[src/rtl/rd_readout_sequencer_pkg.sv]
`default_nettype none
// rd_readout_sequencer_pkg: shared RD defs (status bit positions, control field, FSM states, result codes).
// Rev 1.0
package rd_readout_sequencer_pkg;

  localparam int RD_FULL_SHIFT   = 0;
  localparam int RD_BUSY_SHIFT   = 4;
  localparam int RD_PAR0_SHIFT   = 8;
  localparam int RD_PAR1_SHIFT   = 12;

  localparam int RD_CTRL_BUF_LSB = 0;
  localparam int RD_CTRL_BUF_MSB = 1;

  localparam logic [2:0] ST_IDLE      = 3'd0;
  localparam logic [2:0] ST_SETTLE    = 3'd1;
  localparam logic [2:0] ST_WAIT_BUSY = 3'd2;
  localparam logic [2:0] ST_XFER      = 3'd3;
  localparam logic [2:0] ST_CLEAR     = 3'd4;
  localparam logic [2:0] ST_WAIT_CLR  = 3'd5;
  localparam logic [2:0] ST_FINISH    = 3'd6;

  typedef enum logic [2:0] {
    RES_OK           = 3'd0,
    RES_SKIP_EMPTY   = 3'd1,
    RES_TIMEOUT_BUSY = 3'd2,
    RES_PARITY       = 3'd3,
    RES_CLEAR_FAIL   = 3'd4
  } rd_result_e;

  typedef struct packed {
    logic [3:0] par1;
    logic [3:0] par0;
    logic [3:0] busy;
    logic [3:0] full;
  } rd_status_t;

  function automatic rd_status_t rd_pick_status(input logic [31:0] word);
    rd_status_t s;
    s.full = word[RD_FULL_SHIFT +: 4];
    s.busy = word[RD_BUSY_SHIFT +: 4];
    s.par0 = word[RD_PAR0_SHIFT +: 4];
    s.par1 = word[RD_PAR1_SHIFT +: 4];
    return s;
  endfunction

endpackage
`default_nettype wire

[src/rtl/rd_status_sync.sv]
`default_nettype none
// rd_status_sync: 16-bit status synchronizer; reports the current value only once two samples agree.
// Rev 1.0
module rd_status_sync (
  input  logic        clk_i,
  input  logic        rst_i,
  input  logic [15:0] raw_i,
  output logic [15:0] value_o,
  output logic        stable_o
);

  logic [15:0] sync_bits;
  logic [15:0] prev_q;
  logic [15:0] held_q;
  logic        stable;

  generate
    for (genvar i = 0; i < 16; i++) begin : g_bit
      rd_sync_1bit u_sync (
        .clk_i (clk_i),
        .rst_i (rst_i),
        .d_i   (raw_i[i]),
        .q_o   (sync_bits[i])
      );
    end
  endgenerate

  assign stable = (sync_bits == prev_q);

  always_ff @(posedge clk_i) begin
    if (rst_i) begin
      prev_q <= 16'h0000;
      held_q <= 16'h0000;
    end else begin
      prev_q <= sync_bits;
      if (stable) held_q <= sync_bits;
    end
  end

  // While a bit is toggling, consumers keep seeing the last agreed value.
  assign value_o  = stable ? sync_bits : held_q;
  assign stable_o = stable;

endmodule
`default_nettype wire

[src/rtl/rd_sync_1bit.sv]
`default_nettype none
// rd_sync_1bit: two-flop synchronizer for one asynchronous bit.
// Rev 1.0
module rd_sync_1bit (
  input  logic clk_i,
  input  logic rst_i,
  input  logic d_i,
  output logic q_o
);

  logic meta_q;
  logic sync_q;

  always_ff @(posedge clk_i) begin
    if (rst_i) begin
      meta_q <= 1'b0;
      sync_q <= 1'b0;
    end else begin
      meta_q <= d_i;
      sync_q <= meta_q;
    end
  end

  assign q_o = sync_q;

endmodule
`default_nettype wire

[src/rtl/rd_readout_sequencer.sv]
`default_nettype none
// rd_readout_sequencer: sequences copy-out and full-flag clear of one RD buffer.
// Rev 1.0
module rd_readout_sequencer #(
  parameter int BUSY_TIMEOUT = 50000,
  parameter int WR_HOLD      = 8,
  parameter int CLR_TIMEOUT  = 256,
  parameter int TO_WIDTH     = 16
) (
  input  logic        CLK,
  input  logic        RST,
  input  logic [31:0] RD_STATUS,
  input  logic        START,
  input  logic [1:0]  BUF_RNUM,
  input  logic        XFR_DONE,
  output logic        XFR_REQ,
  output logic [1:0]  XFR_BUF,
  output logic [31:0] AXI_CONTROL,
  output logic        AXI_CONTROL_WRITTEN,
  output logic        DONE,
  output logic [2:0]  RESULT,
  output logic [1:0]  PARITY_ERR,
  output logic        START_IGNORED,
  output logic        BUSY
);

  import rd_readout_sequencer_pkg::*;

  localparam int                  HOLD_W    = $clog2(WR_HOLD + 1);
  localparam logic [HOLD_W-1:0]   HOLD_LAST = HOLD_W'(WR_HOLD);
  localparam logic [TO_WIDTH-1:0] BUSY_LOAD = TO_WIDTH'(BUSY_TIMEOUT);
  localparam logic [TO_WIDTH-1:0] CLR_LOAD  = TO_WIDTH'(CLR_TIMEOUT);

  rd_status_t raw_st;
  rd_status_t stat;
  logic [15:0] stat_bits;
  logic        stat_stable;

  logic [2:0]          state_q,   state_d;
  logic [1:0]          lcl_buf_q, lcl_buf_d;
  logic [1:0]          settle_q,  settle_d;
  logic [TO_WIDTH-1:0] timer_q,   timer_d;
  logic [HOLD_W-1:0]   hold_q,    hold_d;
  logic [1:0]          ctrl_q,    ctrl_d;
  logic [1:0]          par_q,     par_d;
  rd_result_e          result_q,  result_d;
  logic [1:0]          parerr_q,  parerr_d;
  logic                ign_q;

  logic                cur_full;
  logic                cur_busy;
  logic [TO_WIDTH-1:0] timer_dec;

  assign raw_st = rd_pick_status(RD_STATUS);

  rd_status_sync u_status_sync (
    .clk_i    (CLK),
    .rst_i    (RST),
    .raw_i    (raw_st),
    .value_o  (stat_bits),
    .stable_o (stat_stable)
  );

  assign stat      = rd_status_t'(stat_bits);
  assign cur_full  = stat.full[lcl_buf_q];
  assign cur_busy  = stat.busy[lcl_buf_q];
  assign timer_dec = (timer_q == '0) ? '0 : timer_q - TO_WIDTH'(1);

  always_comb begin
    state_d   = state_q;
    lcl_buf_d = lcl_buf_q;
    settle_d  = settle_q;
    timer_d   = timer_q;
    hold_d    = hold_q;
    ctrl_d    = ctrl_q;
    par_d     = par_q;
    result_d  = result_q;
    parerr_d  = parerr_q;
    case (state_q)
      ST_IDLE: begin
        if (START) begin
          lcl_buf_d = BUF_RNUM;
          settle_d  = 2'd0;
          par_d     = 2'b00;
          state_d   = ST_SETTLE;
        end
      end
      ST_SETTLE: begin
        // Earliest decision is the third cycle after START, and only on agreeing samples.
        if (settle_q != 2'd2) begin
          settle_d = settle_q + 2'd1;
        end else if (stat_stable) begin
          if (cur_full) begin
            state_d = ST_XFER;
          end else if (cur_busy) begin
            timer_d = BUSY_LOAD;
            state_d = ST_WAIT_BUSY;
          end else begin
            result_d = RES_SKIP_EMPTY;
            parerr_d = 2'b00;
            state_d  = ST_FINISH;
          end
        end
      end
      ST_WAIT_BUSY: begin
        timer_d = timer_dec;
        if (cur_full) begin
          state_d = ST_XFER;
        end else if (!cur_busy) begin
          result_d = RES_SKIP_EMPTY;
          parerr_d = 2'b00;
          state_d  = ST_FINISH;
        end else if (timer_q == '0) begin
          result_d = RES_TIMEOUT_BUSY;
          parerr_d = 2'b00;
          state_d  = ST_FINISH;
        end
      end
      ST_XFER: begin
        if (XFR_DONE) begin
          par_d   = {stat.par1[lcl_buf_q], stat.par0[lcl_buf_q]};
          ctrl_d  = lcl_buf_q;
          hold_d  = '0;
          state_d = ST_CLEAR;
        end
      end
      ST_CLEAR: begin
        // hold_q==0 is the setup cycle; the strobe covers hold_q 1..WR_HOLD.
        if (hold_q == HOLD_LAST) begin
          timer_d = CLR_LOAD;
          state_d = ST_WAIT_CLR;
        end else begin
          hold_d = hold_q + HOLD_W'(1);
        end
      end
      ST_WAIT_CLR: begin
        timer_d = timer_dec;
        if (!cur_full) begin
          result_d = (par_q != 2'b00) ? RES_PARITY : RES_OK;
          parerr_d = par_q;
          state_d  = ST_FINISH;
        end else if (timer_q == '0) begin
          result_d = RES_CLEAR_FAIL;
          parerr_d = par_q;
          state_d  = ST_FINISH;
        end
      end
      ST_FINISH: begin
        ctrl_d  = 2'b00;
        state_d = ST_IDLE;
      end
      default: state_d = ST_IDLE;
    endcase
  end

  always_ff @(posedge CLK) begin
    if (RST) begin
      state_q   <= ST_IDLE;
      lcl_buf_q <= 2'b00;
      settle_q  <= 2'd0;
      timer_q   <= '0;
      hold_q    <= '0;
      ctrl_q    <= 2'b00;
      par_q     <= 2'b00;
      result_q  <= RES_OK;
      parerr_q  <= 2'b00;
      ign_q     <= 1'b0;
    end else begin
      state_q   <= state_d;
      lcl_buf_q <= lcl_buf_d;
      settle_q  <= settle_d;
      timer_q   <= timer_d;
      hold_q    <= hold_d;
      ctrl_q    <= ctrl_d;
      par_q     <= par_d;
      result_q  <= result_d;
      parerr_q  <= parerr_d;
      ign_q     <= START && (state_q != ST_IDLE);
    end
  end

  assign XFR_REQ             = (state_q == ST_XFER);
  assign XFR_BUF             = XFR_REQ ? lcl_buf_q : 2'b00;
  assign AXI_CONTROL         = {30'd0, ctrl_q};
  assign AXI_CONTROL_WRITTEN = (state_q == ST_CLEAR) && (hold_q != '0);
  assign DONE                = (state_q == ST_FINISH);
  assign RESULT              = result_q;
  assign PARITY_ERR          = parerr_q;
  assign START_IGNORED       = ign_q;
  assign BUSY                = (state_q != ST_IDLE);

endmodule
`default_nettype wire

[config.mk]
export PLATFORM = sky130hd
export DESIGN_NAME = rd_readout_sequencer
export DESIGN_NICKNAME = d
export VERILOG_FILES = /design/src/rtl/rd_readout_sequencer_pkg.sv /design/src/rtl/rd_status_sync.sv /design/src/rtl/rd_sync_1bit.sv /design/src/rtl/rd_readout_sequencer.sv
export SDC_FILE = /design/constraint.sdc
export NUM_CORES = 1
export LEC_CHECK = 0
export BUFFER_PORTS_ARGS = -buffer_cell sky130_fd_sc_hd__buf_2
export CAP_MARGIN = 5
export CORE_MARGIN = 8
export CORE_UTILIZATION = 42
export CTS_BUF_LIST = sky130_fd_sc_hd__clkbuf_4 sky130_fd_sc_hd__clkbuf_8
export DETAILED_ROUTE_END_ITERATION = 16
export GPL_TIMING_DRIVEN = 1
export SETUP_SLACK_MARGIN = 0.4
export SYNTH_ARGS = -nofsm -noshare
export SYNTH_HDL_FRONTEND = slang
export SYNTH_SLANG_ARGS = --single-unit
[constraint.sdc]
create_clock -name CLK -period 6.3 [get_ports CLK]
set_clock_uncertainty 0.05 [all_clocks]
set_input_delay 0.945 -clock CLK [delete_from_list [all_inputs] [get_ports CLK]]
set_output_delay 0.945 -clock CLK [all_outputs]
set_load 0.05 [all_outputs]
* After elaboration in Yosys (flattened, before gate mapping) *
Index checks and enable logic that the tools add are counted.

storage, ports and cells
  bits in registers = 101
  input bits = 38
  logic and storage cells = 152

operators by class
  $add $sub $neg = 3
  order comparisons = 1
  eq/ne operators = 22
  muxes and demuxes = 60
  reductions and logical operators = 22

operator list
  operator               number
  $mux 16                7
  $mux 3                 20
  $pmux 16 s3            1
  $mux 2                 15
  $ne 2x2->1 const B     11
  $pmux 3 s6             1
  $eq 16x16->1           1
  $logic_not 16->1       1
  $sub 16x1->16 const B  1
  $pmux 2 s2             3
  $reduce_bool 2->1      5
  $eq 3x3->1 const B     3
  $pmux 3 s3             1
  $reduce_and 3->1       3
  $reduce_bool 3->1      3
  $bmux 1 s2             4
  $mux 4                 2
  $pmux 4 s2             1
  $reduce_and 8->1       1
  $eq 3x2->1 const B     2
  $ne 3x3->1 const B     2
  $pmux 2 s3             1
  $reduce_and 6->1       1
  $reduce_and 5->1       1
  12 further kinds       17

* Logic depth before layout (Yosys ltp) *
  depth in word-level cells = 9
  depth in mapped cells = 10
  mapped depth without buffers = 9

* By module *
A second synthesis with hierarchy kept.

second synthesis, totals
  cells, all modules = 494
  area, all modules = 4872.2 µm²

by module, submodules not included
  module                instances  cells each  area an instance (µm²)  seq. area each (µm²)
  rd_readout_sequencer  1          306         2482.4                  740.7
  rd_status_sync        1          124         1549.0                  640.6
  rd_sync_1bit          16         4           52.6                    40.0

* Worst setup path before layout *
OpenSTA, ideal clock, no wires.

  kind = register to output
  start = register state_q[1]
  end = output port XFR_BUF[0]
  arrival = 2.393 ns
  data required time = 5.305 ns
  slack = 2.912 ns
  stages on the path, launching flop included = 4
  path buffers = 0
  path through = dfxtp_1 -> clkinv_1 -> nor3_1 -> and2_1

between the ends
  word-level cells in the longest chain between the ends = 2

ends and longest elaborated chain
  what                      RTL line                     source
  start: declaration        rd_readout_sequencer.sv:39   logic [2:0] state_q, state_d;
  start signal: assignment  rd_readout_sequencer.sv:169  state_q <= state_d;
  $eq 3x2->1                rd_readout_sequencer.sv:182  assign XFR_REQ = (state_q == ST_XFER);
  net XFR_REQ               rd_readout_sequencer.sv:16   output logic XFR_REQ,
  $mux 2                    rd_readout_sequencer.sv:183  assign XFR_BUF = XFR_REQ ? lcl_buf_q : 2'b00;
  end: declaration          rd_readout_sequencer.sv:17   output logic [1:0] XFR_BUF,

The timed path passes the listed nets, and every way through them passes these cells.

* Worst setup path in the final report *
  start = register timer_q[0]
  end = register timer_q[15]

between the ends
  word-level cells in the longest chain between the ends = 3

ends and longest elaborated chain
  what                                                      RTL line                     source
  start: declaration                                        rd_readout_sequencer.sv:42   logic [TO_WIDTH-1:0] timer_q, timer_d;
  start signal: assignment                                  rd_readout_sequencer.sv:172  timer_q <= timer_d;
  $sub 16x1->16 / $logic_not 16->1 (equally long branches)  rd_readout_sequencer.sv:67   assign timer_dec = (timer_q == '0) ? '0 : timer_q - TO_WIDTH'(1);
  $mux 16 (*)                                               rd_readout_sequencer.sv:67
  $pmux 16 s3 (*)                                           rd_readout_sequencer.sv:79   case (state_q)

Mark *: on every way between the ends. The rest lies on a longest branch, timed or not.
A chain may end at the register's enable or synchronous reset.

==> results.md <==
* Synth async-reset ratio at 0%
* Clock sink count at 101
* WP data arrival at 3.33 ns
* RSZ-0062 raised after global routing: no
* Avg Inst Size Synth at roughly 9 um^2
* GRT Total Usage at about an eighth
* Hold Path Sink: u_status_sync.g_bit[1].u_sync.q_o$_SDFF_PP0_
* First-pass GRT wire length at 14,900 um
* Inserted Diodes at 0
* Initial DRC count at 257
* Worst rel slew slack at between 30 and 40%
* Slew @ Worst Pin at 0.943 ns
* Multi-input gate area at 2220 um^2
* Most common library cells after synthesis: dfxtp_1 (101), nor2_1 (51), nor2b_1 (51), buf_4 (30)
* Met1 track demand over resource at 16.5%
* Ranking of synthesized cells by area: dfxtp_1 (45%), nor2b_1 (7.1%), mux2i_1 (5.1%)
* Die boundary width at 119 um
* Critical path data required time at 6.46 ns
* Max Cap Viol at 0
* Synth Instances at 487
* Clock root buffer: clkbuf_8
* Vias in the first global route at between 3,000 and 4,000
* Sequence of cells on the critical path: inv_1 > ha_1 > or3b_1 > or3_4 > nor3_1 > nor2_1 > o21a_1 > o31ai_1 > a21oi_1
* Gr ovfl total at 0
* Routability cong. at around 0.82
* Share of cells above drive strength 1 at between 10% and 20%
* Port Buffers at 35
* # rows at 37
* Setup TNS Final at 0 ns
* Die H at 119 um
* Met3 Use GR at about 2.8%
* Leak at 2.14 nW
* Most common cell in the netlist: dfxtp_1
* Startpoint types: register
* Setup-failing EPs final at 0
* Drt total wl at slightly below 9000 um
* Synth warn at 0
* Pre-antenna DRT Iters at 4
* Core Area at 10,400 um^2
* Longest Clk Path Bufs at 2
* Ys flop type: dfxtp_1
* Post-DP HPWL at 6130 um
* Antenna violations before repair at 0
* TritonCTS clock tree: yes
* Worst hold margin at 0.388 ns
* Via density at ~5
* R2r endpoint: timer_q[15]$_SDFFE_PP0P_
* CP endpoint kind: register
* Worst r2r src: timer_q[0]$_SDFFE_PP0P_
* Seq cells post-synth at 101
* Max incr delay on CP at 0.59 ns
* Worst Path Buf+Inv at 1
* Sequential fraction of the synthesis area at 45.0%
* Power per standard cell area at 436 nW/um^2
* CP max stage cell: nor3_1
* Tightest Hold Check Type: register to register
* Drt drc at 0
* Area after DPL at 4660 um^2
* Fill cell count at 1,009
* CP Class: register to register
* Hold_buf cts at 0
* Latest clock arrival within the worst-skew pair at 0.36 ns
* Mapped Area at 4490 um^2
* Crit path max-delay family: simple AND/OR/NAND/NOR gates
* Global-route met2 utilization at 19.5%
* Unique masters post-synth at 53
* WL/cell at between 10 and 15 um
* Yosys top cell area share at between 40% and 50%
* Largest net degree at the start of global routing at 96
* Flop2flop setup slack at 3.13 ns
* Worst vdd ir at 216 uV
* Status: completed
* Nets@finish at 555
* PostCTS Resize Cnt at 0
* Tcrit/Tclk final at 50.4%
* GRT Max-Usage Layer: met2
* Post-CTS setup buffers at 0
* Initial Util at about 43%
* Cell taking the most area after synthesis: dfxtp_1
* Number of enable flip-flop cells after synthesis at 0
* Area Overhead vs Synth at 8.58%
* DRT antenna net count at 0
* H-tree depth at 3
* Fin crit period at 3.17 ns
* DIE AREA at 14,300 um^2
* Hold Path Cell Cnt at 1
* FF+latch area at 2020 um^2
* Vias at 3,287
* Worst hold start: u_status_sync.g_bit[1].u_sync.meta_q$_SDFF_PP0_
* CP max FO at 13
* Top-level port count at between 80 and 90
* Final hold violation count at 0
* CTS Buf Count at 9
* Peak Freq at 315 MHz
* Non-Filler Cell Area, Final at 4880 um^2
* Slew Viols, Final at 0
* Reg2reg path depth at 9
* Clock-pin slew on the worst setup and hold paths at 0.10 ns
## kinds of logic after synthesis
| group | after synthesis | synth area share [%] |
|---|---|---|
| AND/OR/NAND/NOR | 187 | 21.7 |
| flip-flops | 101 | 45.0 |
| AO/OA/AOI/OAI | 81 | 12.1 |
| buffers and inverters | 64 | 7.94 |
| multiplexers | 30 | 8.38 |
| XOR/XNOR | 19 | 3.70 |
| adder cells (fa/ha/maj) | 4 | 1.11 |
| other | 1 | 0.0835 |
## cells in the final DEF (no fill, tap or decap), types with 2 or more instances in the layout
cell        n
a211oi_1    4
a21oi_1    26
a22oi_1     3
a311oi_1    4
a31oi_1     4
and2_1      5
and3_1      4
buf_2      35
buf_4       3
clkbuf_8    9
conb_1     30
dfxtp_1   101
ha_1        4
inv_1      11
inv_8       3
mux2i_1    23
mux4_2      6
nand2_1    26
nand3_1     7
nand4_1     5
nor2_1     51
nor2b_1    51
nor3_1     13
nor4_1      8
o21a_1      3
o21ai_0    14
o22ai_1     2
o31ai_1     8
o32ai_1     2
o41ai_1     2
or2_2       3
or3_1       5
or3_4       2
xor2_1     18
## layer usage
layer	vias to the layer above	wire, um
met5	-	0
met4	0	108
met3	10	533
met2	75	3860
met1	1518	4190
li1	1684	-
## stage by stage
step / utilization, % / instances / total power [mW] / setup slack, ns
after floorplan: - / 516 / 1.52 / 2.91
after detailed placement: 44.9 / 638 / 1.69 / 3.25
after CTS: 47.0 / 654 / 2.13 / 3.17
after global placement: 44.9 / 638 / 1.66 / 3.33
after global routing: 47.0 / 654 / 2.30 / 2.87
final: 47.0 / 654 / 2.13 / 3.13
## state kept, by name, indices dropped and copies added, names as in the netlist, 3 cells and up
signal / count
u_status_sync.g_bit.u_sync.q_o: 16
RESULT: 3
u_status_sync.held_q: 16
u_status_sync.g_bit.u_sync.meta_q: 16
state_q: 3
hold_q: 4
timer_q: 16
u_status_sync.prev_q: 16
## final cells by class
| cell class | instances | area share, % |
|---|---|---|
| inverters | 12 | 0.924 |
| repair buffers | 38 | 4.05 |
| flip-flops and latches | 101 | 41.5 |
| clock buffers | 9 | 2.54 |
| clock inverters | 7 | 1.98 |
| multi-input cells | 351 | 45.6 |
| well taps | 136 | 3.49 |
## worst max-delay path by stage
stage                                       start                  endpoint  cells after the start
after floorplan           state_q[1]$_SDFFE_PP0P_                XFR_BUF[0]                      3
after global placement    timer_q[0]$_SDFFE_PP0P_  timer_q[15]$_SDFFE_PP0P_                      9
after detailed placement  timer_q[0]$_SDFFE_PP0P_  timer_q[15]$_SDFFE_PP0P_                      9
after CTS                 state_q[0]$_SDFFE_PP0P_                XFR_BUF[1]                      4
after global routing      timer_q[0]$_SDFFE_PP0P_  timer_q[15]$_SDFFE_PP0P_                      9
final                     timer_q[0]$_SDFFE_PP0P_  timer_q[15]$_SDFFE_PP0P_                      9
## power breakdown
| group | switching (mW) | internal, mW |
|---|---|---|
| Sequential | 0.0834 | 0.714 |
| Clock | 0.247 | 0.197 |
| Combinational | 0.576 | 0.309 |
| Total | 0.906 | 1.22 |
(Power assumes the default switching activity.)
